--- config.mk ---
export PLATFORM = sky130hd
export DESIGN_NAME = moment_acc
export DESIGN_NICKNAME = d
export VERILOG_FILES = /design/src/rtl/moment_acc.sv
export SDC_FILE = /design/constraint.sdc
export NUM_CORES = 1
export LEC_CHECK = 0
export ABC_CLOCK_PERIOD_IN_PS = 14800
export CORE_MARGIN = 1
export CORE_UTILIZATION = 35
export CTS_CLUSTER_SIZE = 24
export DETAILED_ROUTE_END_ITERATION = 16
export SLEW_MARGIN = 20
export SYNTH_ARGS = -nofsm -noshare
export SYNTH_HDL_FRONTEND = slang
export SYNTH_SLANG_ARGS = --single-unit
--- constraint.sdc ---
create_clock -name clk -period 14.8 [get_ports clk]
set_clock_uncertainty 0.15 [all_clocks]
set_input_delay 2.96 -clock clk [delete_from_list [all_inputs] [get_ports clk]]
set_output_delay 2.96 -clock clk [all_outputs]
set_load 0.01 [all_outputs]
--- src/rtl/moment_acc.sv ---
// -----------------------------------------------------------------------------
// moment_acc
//
// Streaming moment accumulator for the least-squares fit datapath. Over a
// run of cfg_len handshaken samples (0 meaning 2^N_LOG2) it accumulates
//   s0 = count, sx = sum(x), sy = sum(y), sxx = sum(x*x), sxy = sum(x*y)
// through a two-stage pipeline: stage 1 registers x, y, x*x and x*y, and
// stage 2 adds them into the accumulators. The results feed the
// matrix-inverse stage directly.
//
// Parameters
//   DATA_W : width of x and y (unsigned fixed point)
//   FRAC_W : fractional bits of x and y (informational, no rescaling here)
//   N_LOG2 : log2 of the maximum run length
//
// Ports
//   clk       in   rising-edge clock
//   rst       in   asynchronous active-high reset
//   start     in   begin a run (honoured in IDLE or DONE only)
//   abort     in   cancel the run in progress (beats start)
//   cfg_len   in   run length, latched when start is accepted
//   in_valid  in   sample present on x / y
//   in_ready  out  block accepts a sample this cycle
//   x, y      in   sample values
//   done      out  one-cycle pulse when the results become valid
//   res_valid out  results valid and held
//   s0        out  accepted-sample count
//   sx, sy    out  sums of x and y (FRAC_W fractional bits)
//   sxx, sxy  out  sums of x*x and x*y (2*FRAC_W fractional bits)
// -----------------------------------------------------------------------------
module moment_acc #(
    parameter int DATA_W = 12,
    parameter int FRAC_W = 4,
    parameter int N_LOG2 = 8
) (
    input  logic                       clk,
    input  logic                       rst,
    input  logic                       start,
    input  logic                       abort,
    input  logic [N_LOG2-1:0]          cfg_len,
    input  logic                       in_valid,
    output logic                       in_ready,
    input  logic [DATA_W-1:0]          x,
    input  logic [DATA_W-1:0]          y,
    output logic                       done,
    output logic                       res_valid,
    output logic [N_LOG2:0]            s0,
    output logic [DATA_W+N_LOG2-1:0]   sx,
    output logic [DATA_W+N_LOG2-1:0]   sy,
    output logic [2*DATA_W+N_LOG2-1:0] sxx,
    output logic [2*DATA_W+N_LOG2-1:0] sxy
);

    localparam int CNT_W  = N_LOG2 + 1;
    localparam int SUM_W  = DATA_W + N_LOG2;
    localparam int PROD_W = 2 * DATA_W;
    localparam int SQ_W   = 2 * DATA_W + N_LOG2;

    // A length code of 0 stands for the full 2^N_LOG2 samples.
    localparam logic [CNT_W-1:0] MAX_LEN = CNT_W'(2 ** N_LOG2);

    // The fixed-point split must fit inside the sample word.
    if (FRAC_W > DATA_W) begin : g_frac_w_check
        $error("moment_acc: FRAC_W must not exceed DATA_W");
    end

    typedef enum logic [1:0] {
        ST_IDLE  = 2'd0,
        ST_ACC   = 2'd1,
        ST_DRAIN = 2'd2,
        ST_DONE  = 2'd3
    } state_t;

    // -------------------------------------------------------------------------
    // Control state
    // -------------------------------------------------------------------------
    state_t              state_q, state_d;
    logic [N_LOG2-1:0]   len_q, len_d;
    logic [CNT_W-1:0]    cnt_q, cnt_d;       // samples accepted this run
    logic                done_q, done_d;
    logic                res_valid_q, res_valid_d;

    // Decoded per-cycle control strobes
    logic                start_ok;           // start accepted this edge
    logic                accept;             // sample handshake this edge
    logic                flush;              // abort: drop stage-1 contents
    logic [CNT_W-1:0]    target_len;
    logic [CNT_W-1:0]    cnt_inc;

    // -------------------------------------------------------------------------
    // Datapath state
    // -------------------------------------------------------------------------
    logic                v1_q, v1_d;         // stage-1 valid
    logic [DATA_W-1:0]   x1_q, x1_d;
    logic [DATA_W-1:0]   y1_q, y1_d;
    logic [PROD_W-1:0]   xx1_q, xx1_d;
    logic [PROD_W-1:0]   xy1_q, xy1_d;

    logic [CNT_W-1:0]    s0_q, s0_d;
    logic [SUM_W-1:0]    sx_q, sx_d;
    logic [SUM_W-1:0]    sy_q, sy_d;
    logic [SQ_W-1:0]     sxx_q, sxx_d;
    logic [SQ_W-1:0]     sxy_q, sxy_d;

    assign target_len = (len_q == '0) ? MAX_LEN : {1'b0, len_q};
    assign cnt_inc    = cnt_q + CNT_W'(1);

    // -------------------------------------------------------------------------
    // Next-state / control logic
    // -------------------------------------------------------------------------
    always_comb begin
        // NOTE: every signal driven here gets a default first so that no path
        // leaves one unassigned and a latch is never inferred.
        state_d  = state_q;
        len_d    = len_q;
        cnt_d    = cnt_q;
        in_ready = 1'b0;
        start_ok = 1'b0;
        accept   = 1'b0;
        flush    = 1'b0;

        unique case (state_q)
            ST_IDLE, ST_DONE: begin
                // abort has no effect here other than vetoing a start.
                if (start && !abort) begin
                    start_ok = 1'b1;
                    len_d    = cfg_len;
                    cnt_d    = '0;
                    state_d  = ST_ACC;
                end
            end

            ST_ACC: begin
                in_ready = 1'b1;
                if (abort) begin
                    flush   = 1'b1;
                    state_d = ST_IDLE;
                end else if (in_valid) begin
                    accept = 1'b1;
                    cnt_d  = cnt_inc;
                    if (cnt_inc == target_len) begin
                        state_d = ST_DRAIN;
                    end
                end
            end

            ST_DRAIN: begin
                // One cycle lets the last product reach the accumulators.
                if (abort) begin
                    flush   = 1'b1;
                    state_d = ST_IDLE;
                end else begin
                    state_d = ST_DONE;
                end
            end

            default: begin
                state_d = ST_IDLE;
            end
        endcase

        done_d      = (state_q == ST_DRAIN) && (state_d == ST_DONE);
        res_valid_d = (state_d == ST_DONE);
    end

    // -------------------------------------------------------------------------
    // Datapath next-state
    // -------------------------------------------------------------------------
    always_comb begin
        // Stage 1: capture the sample and its products on a handshake.
        v1_d  = accept;
        x1_d  = x1_q;
        y1_d  = y1_q;
        xx1_d = xx1_q;
        xy1_d = xy1_q;
        if (accept) begin
            x1_d  = x;
            y1_d  = y;
            xx1_d = {{DATA_W{1'b0}}, x} * {{DATA_W{1'b0}}, x};
            xy1_d = {{DATA_W{1'b0}}, x} * {{DATA_W{1'b0}}, y};
        end

        // Stage 2: accumulate. Guard bits make every sum exact.
        s0_d  = s0_q;
        sx_d  = sx_q;
        sy_d  = sy_q;
        sxx_d = sxx_q;
        sxy_d = sxy_q;
        if (start_ok) begin
            s0_d  = '0;
            sx_d  = '0;
            sy_d  = '0;
            sxx_d = '0;
            sxy_d = '0;
        end else if (v1_q && !flush) begin
            s0_d  = s0_q + CNT_W'(1);
            sx_d  = sx_q + {{N_LOG2{1'b0}}, x1_q};
            sy_d  = sy_q + {{N_LOG2{1'b0}}, y1_q};
            sxx_d = sxx_q + {{N_LOG2{1'b0}}, xx1_q};
            sxy_d = sxy_q + {{N_LOG2{1'b0}}, xy1_q};
        end
    end

    // -------------------------------------------------------------------------
    // Registers
    // -------------------------------------------------------------------------
    // NOTE: the pipeline data registers are reset along with the control
    // state; they are a handful of flops, and a clean reset keeps the
    // outputs and stage-1 contents deterministic after a mid-run reset.
    always_ff @(posedge clk or posedge rst) begin
        if (rst) begin
            state_q     <= ST_IDLE;
            len_q       <= '0;
            cnt_q       <= '0;
            done_q      <= 1'b0;
            res_valid_q <= 1'b0;
            v1_q        <= 1'b0;
            x1_q        <= '0;
            y1_q        <= '0;
            xx1_q       <= '0;
            xy1_q       <= '0;
            s0_q        <= '0;
            sx_q        <= '0;
            sy_q        <= '0;
            sxx_q       <= '0;
            sxy_q       <= '0;
        end else begin
            // NOTE: non-blocking assignments so every register samples the
            // pre-edge values, independent of statement order.
            state_q     <= state_d;
            len_q       <= len_d;
            cnt_q       <= cnt_d;
            done_q      <= done_d;
            res_valid_q <= res_valid_d;
            v1_q        <= v1_d;
            x1_q        <= x1_d;
            y1_q        <= y1_d;
            xx1_q       <= xx1_d;
            xy1_q       <= xy1_d;
            s0_q        <= s0_d;
            sx_q        <= sx_d;
            sy_q        <= sy_d;
            sxx_q       <= sxx_d;
            sxy_q       <= sxy_d;
        end
    end

    // -------------------------------------------------------------------------
    // Outputs
    // -------------------------------------------------------------------------
    assign done      = done_q;
    assign res_valid = res_valid_q;
    assign s0        = s0_q;
    assign sx        = sx_q;
    assign sy        = sy_q;
    assign sxx       = sxx_q;
    assign sxy       = sxy_q;

endmodule

# --- After elaboration in Yosys (flattened, before gate mapping) ---
# Index checks and enable logic that the tools add are counted.
word_totals:
  register_bits: 207
  in_bits: 37
  out_inout_bits: 116
  wordCells: 73
classes:
  n_addsub: 6
  multipliers: 2
  n_eq_ne: 8
  mux: 29
  reduce_logical: 13
ops:
  columns: ["operator", "n"]
  rows:
  - ["$mux W32", 4]
  - ["$mux W20", 4]
  - ["$add A32 B24 Y32", 2]
  - ["$mux W9", 6]
  - ["$mul A12 B12 Y24", 2]
  - ["$add A20 B12 Y20", 2]
  - ["$add A9 B1 Y9 const B", 2]
  - ["$pmux W9 S2", 1]
  - ["$mux W2", 5]
  - ["$eq A9 B9 Y1", 1]
  - ["$logic_not A8 Y1", 1]
  - ["$mux W1", 8]
  - ["$eq A2 B2 Y1 const B", 3]
  - ["$ne A2 B2 Y1 const B", 3]
  - ["$pmux W2 S3", 1]
  - ["$reduce_and A4 Y1", 1]
  - ["$reduce_bool A2 Y1", 2]
  - ["$reduce_or A2 Y1", 2]
  - ["$logic_and A1 B1 Y1", 3]
  - ["$eq A2 B1 Y1 const B", 1]
  - ["$logic_not A1 Y1", 2]
  - ["$logic_not A2 Y1", 1]
  - ["$reduce_and A2 Y1", 1]

# --- Logic depth before layout (Yosys ltp) ---
logic_depth:
  word_depth: 9
  mapped_depth: 22
  mapped_depth_nobuf: 21

# --- Worst setup path before layout ---
# No wires, ideal clock.
synth_path:
  path_type: "in2reg"
  startpoint: "in x[6]"
  endpoint: "reg xx1_q[23]"
  setup_ns: 0.122
  t_arrival_ns: 8.269
  required_time_ns: 14.528
  path_slack_ns: 6.259
  cell_stages: 22
  path_buffers: 1
  cell_sequence: "clkbuf_1 > nand2_1 > inv_1 > fa_1 > fa_1 > inv_1 > fa_1 > inv_1 > fa_1 > inv_1 > fa_1 > inv_1 > ha_1 > and3_4 > a21boi_2 > a2111o_1 > a41o_1 > a2111o_1 > a221oi_2 > o21ai_1 > xnor2_1 > o21ai_1"
synth_via:
  elab_chain_len: 1
synth_lines:
  columns: ["item", "line", "text"]
  rows:
  - ["start: declaration", "43", "input logic [DATA_W-1:0] x,"]
  - ["$mul A12 B12 Y24", "179", "xx1_d = {{DATA_W{1'b0}}, x} * {{DATA_W{1'b0}}, x};"]
  - ["end signal: assignment", "220", "xx1_q <= '0;"]
  - ["end signal: assignment", "238", "xx1_q <= xx1_d;"]
  - ["end: declaration", "96", "logic [PROD_W-1:0] xx1_q, xx1_d;"]
# Every way passes these cells.
# A chain may end at the register's enable or synchronous reset.

# --- Final worst setup path ---
layout_path:
  startpoint: "in x[4]"
  endpoint: "reg xx1_q[23]"
# The elaborated chain is that of the path after synthesis.

==> impl_metrics.env <==
export IMPL_grt_pass1_wl_um=82700
export IMPL_setup_tns_ps=0
export IMPL_clockBufferDepth=3
export IMPL_worst_r2r_path_depth=12
export IMPL_power_w=0.00427
export IMPL_crit_path_start="x[4]"
export IMPL_power_density_nw_per_um2=187
export IMPL_final_util_pct=41.1
export IMPL_peakVddDrop_v=0.000127
export IMPL_syn_nets=2649
export IMPL_synth_cells=2236
export IMPL_first_pass_iters=5
export IMPL_crit_slowest_cell="clkdlybuf4s50_1"
export IMPL_cts_max_level=1
export IMPL_post_route_period_util_pct=63.1
export IMPL_synthMuxAreaShare_pct=0.360
export IMPL_p_sw_w=0.00199
export IMPL_postSynth_asyncResetShare_pct=100
export IMPL_ys_warn_count=0
export IMPL_multi_input_area_um2=13300
export IMPL_cp_required_ps=15020
export IMPL_ff2ff_setup_slack_ps=11560
export IMPL_reg2reg_to="sxy[30]"
export IMPL_row_count=86
export IMPL_fillCellCount=5475
export IMPL_wl_um=49600
export IMPL_area_growth_pct=15.3
export IMPL_internal_power_w=0.00227
export IMPL_io_buffer_count=152
export IMPL_setup_worst_path_class="primary input to flop"
export IMPL_min_period_ps=9330
export IMPL_ys_seq_area_share_pct=25.9
export IMPL_ant_nets=0
export IMPL_drtIter0Drc=997
export IMPL_drive_gt1_share_pct=3.22
export IMPL_num_vias=15652
export IMPL_wl_met2_um=21800
export IMPL_pwr_share_seq_pct=21.7
export IMPL_netlist_area_um2=19800
export IMPL_die_area_um2=57500
export IMPL_crit_chain="clkdlybuf4s50_1, nand2_1, inv_1, fa_1, fa_1, inv_1, fa_1, inv_1, fa_1, inv_1, fa_1, inv_1, ha_1, and3_4, a21boi_2, a2111o_1, a41o_1, a2111o_1, a221oi_2, o21ai_1, xnor2_1, o21ai_1"
export IMPL_clk_pin_slew_ps=70
export IMPL_synth_seq_cells=205
export IMPL_gr_total_overflow=0
export IMPL_antenna_found_initial=2
export IMPL_clockPowerShare_pct=13.3
export IMPL_p_sw_share_pct=46.7
export IMPL_wire_per_inst_um=15.9
export IMPL_yosys_area_share_simple_pct=16.9
export IMPL_max_stage_delay_ps=1160
export IMPL_grt_start_max_net_pins=142
export IMPL_core_area_um2=55500
export IMPL_vias_per_cell=5.03
export IMPL_die_h_um=240
export IMPL_synth_compound_area_share_pct=13.7
export IMPL_synth_top_family_by_area="adder cells"
export IMPL_cp_endpoint="xx1_q[23]"
export IMPL_hold_viol_final=0
export IMPL_hold_buffers=0
export IMPL_critPathMaxFanout=25
export IMPL_insertion_delay_ps=510
export IMPL_io_pins=153
export IMPL_start_util_pct=35.6
export IMPL_grt_pass1_vias=15693
export IMPL_numCtsBuffers=23
export IMPL_setup_viol_count_final=0
export IMPL_maxSlewViolCount=0
export IMPL_cts_root_buf="clkbuf_16"
export IMPL_hold_class="flop to flop"
export IMPL_path_buf_inv=6
export IMPL_clock_sinks=205
export IMPL_wl_met1_um=24800
export IMPL_globalRouteTotalUtil_pct=17.6
export IMPL_maxCapViolations=0
export IMPL_synth_area_per_cell_um2=8.85
export IMPL_cp_end_kind="flop"
export IMPL_dp_hpwl_um=37600
export IMPL_outcome="finished, final reports clean"
export IMPL_synth_edf_count=0
export IMPL_top_layer_used="met5"
export IMPL_tightest_slew_ps=1070
export IMPL_gp_congestion=0.862
export IMPL_relSlewSlack_pct=28.5
export IMPL_nets=2761
export IMPL_pwr_share_comb_pct=64.9
export IMPL_wl_met3_um=2420
export IMPL_ys_types=70
export IMPL_cp_arrival_ps=9560
export IMPL_synth_fa_ha_area_share_pct=30.6
export IMPL_cts_tree="built"
export IMPL_startpoint_type="primary input"
export IMPL_cts_setup_buffers=0
export IMPL_rsz0062_at_grt="no"
export IMPL_regArea_um2=5130
export IMPL_max_freq_mhz=107
export IMPL_ys_flop_type="dfrtp_1"
export IMPL_reg2reg_from="sxy[0]"
export IMPL_post_cts_resize_count=0
export IMPL_p_leak_nw=11.4
export IMPL_die_w_um=240
export IMPL_drc=0
export IMPL_synthXorXnorAreaFrac_pct=5.53
export IMPL_cpLargestDelayFamily="adder cells"
export IMPL_cp_depth=22
-- power by group through the flow --
| stage | registers (W) | clock network (W) | logic (W) |
|---|---|---|---|
| after floorplan | 0.000907 | 0 | 0.00193 |
| after detailed placement | 0.000938 | 0 | 0.00277 |
| after global placement | 0.000932 | 0 | 0.00272 |
| after CTS | 0.000929 | 0.000588 | 0.00279 |
| after global routing | 0.000952 | 0.000612 | 0.00314 |
| final | 0.000927 | 0.000569 | 0.00277 |
-- metrics by stage --
step	hold slack (ps)	setup WS, ps	instance area [um2]	cells
2_1_floorplan	293	6090	19800	2236
3_3_place_gp	310	4990	22100	3071
3_5_place_dp	321	4870	22100	3071
5_1_grt	357	5090	22800	3111
6_report	330	5470	22800	3112
4_1_cts	337	5400	22800	3111
-- layer usage --
layer	global-route usage, %	up-vias
met2	28.0	330
met5	0	-
met3	1.79	43
li1	-	7575
met1	26.1	7702
met4	2.86	2
-- area by class of cell --
| cell class | count | share of cell area (%) |
|---|---|---|
| diodes | 1 | 0.0110 |
| clock buffers | 36 | 3.04 |
| clock inverters | 4 | 0.208 |
| inverters | 287 | 4.78 |
| multi-input cells | 1666 | 58.3 |
| flip-flops and latches | 205 | 22.5 |
| well taps | 748 | 4.10 |
| repair buffers | 165 | 7.08 |
-- synth_stat cells (31+ instances only) --
master / n / area, um2
nor2_1: 98 / 368
and2_1: 103 / 644
nand3_1: 31 / 155
xnor2_1: 61 / 534
a21oi_1: 84 / 420
inv_1: 286 / 1070
a21o_1: 40 / 300
xor2_1: 64 / 561
nand2_1: 377 / 1420
dfrtp_1: 205 / 5130
ha_1: 195 / 2440
fa_1: 181 / 3620
clkbuf_1: 74 / 278
o21ai_0: 156 / 781
-- state kept, by name, indices dropped and copies added, names as in the netlist, 2 cells and up --
signal / count
cnt_q: 9
len_q: 8
s0: 9
state_q: 2
sx: 20
sxx: 32
sxy: 32
sy: 20
x1_q: 12
xx1_q: 22
xy1_q: 24
y1_q: 12
-- worst reg2reg max path: cells and delay by family (launching register included) --
kind            cells  cell delay (ps)
buf+inv             1               80
compound gates      7             1770
mux                 1              230
simple gates        1               50
fa+ha+maj           2              460
flops               1              440
-- logic make-up after synthesis --
| group | count (synthesis) |
|---|---|
| simple gates | 728 |
| compound gates | 430 |
| fa+ha+maj | 376 |
| buf+inv | 365 |
| flops | 205 |
| xor+xnor | 125 |
| mux | 7 |
-- worst min-delay path by stage --
stage	start	endpoint	cells after the start	slack, ps
after CTS	xx1_q[3]	xx1_q[3]	2	340
final	x1_q[2]	x1_q[2]	2	330
after detailed placement	xx1_q[3]	xx1_q[3]	2	320
after global routing	xy1_q[0]	xy1_q[0]	2	360
after floorplan	xy1_q[0]	xy1_q[0]	2	290
after global placement	xy1_q[0]	xy1_q[0]	2	310
-- placed cells by master, fill, tap and decap left out, drive strengths merged, types with 4 or more instances in the layout --
cell type        n
nand2          377
inv            286
dfrtp          205
ha             195
fa             181
o21ai          161
clkdlybuf4s50  151
and2           103
nor2            98
a21oi           84
xor2            64
xnor2           61
a21o            41
clkbuf          36
nand3           31
nand2b          23
and3            22
a211oi          21
o31ai           18
o21a            18
nor3            17
or3             15
buf             14
nor2b           13
o211ai          11
a22o            10
o21bai          10
or2              8
o22ai            6
mux2i            6
nand4            6
o2111ai          5
a32o             5
a31oi            4
a211o            4
a2111o           4
a21boi           4
Power figures use the tool's default switching activity.
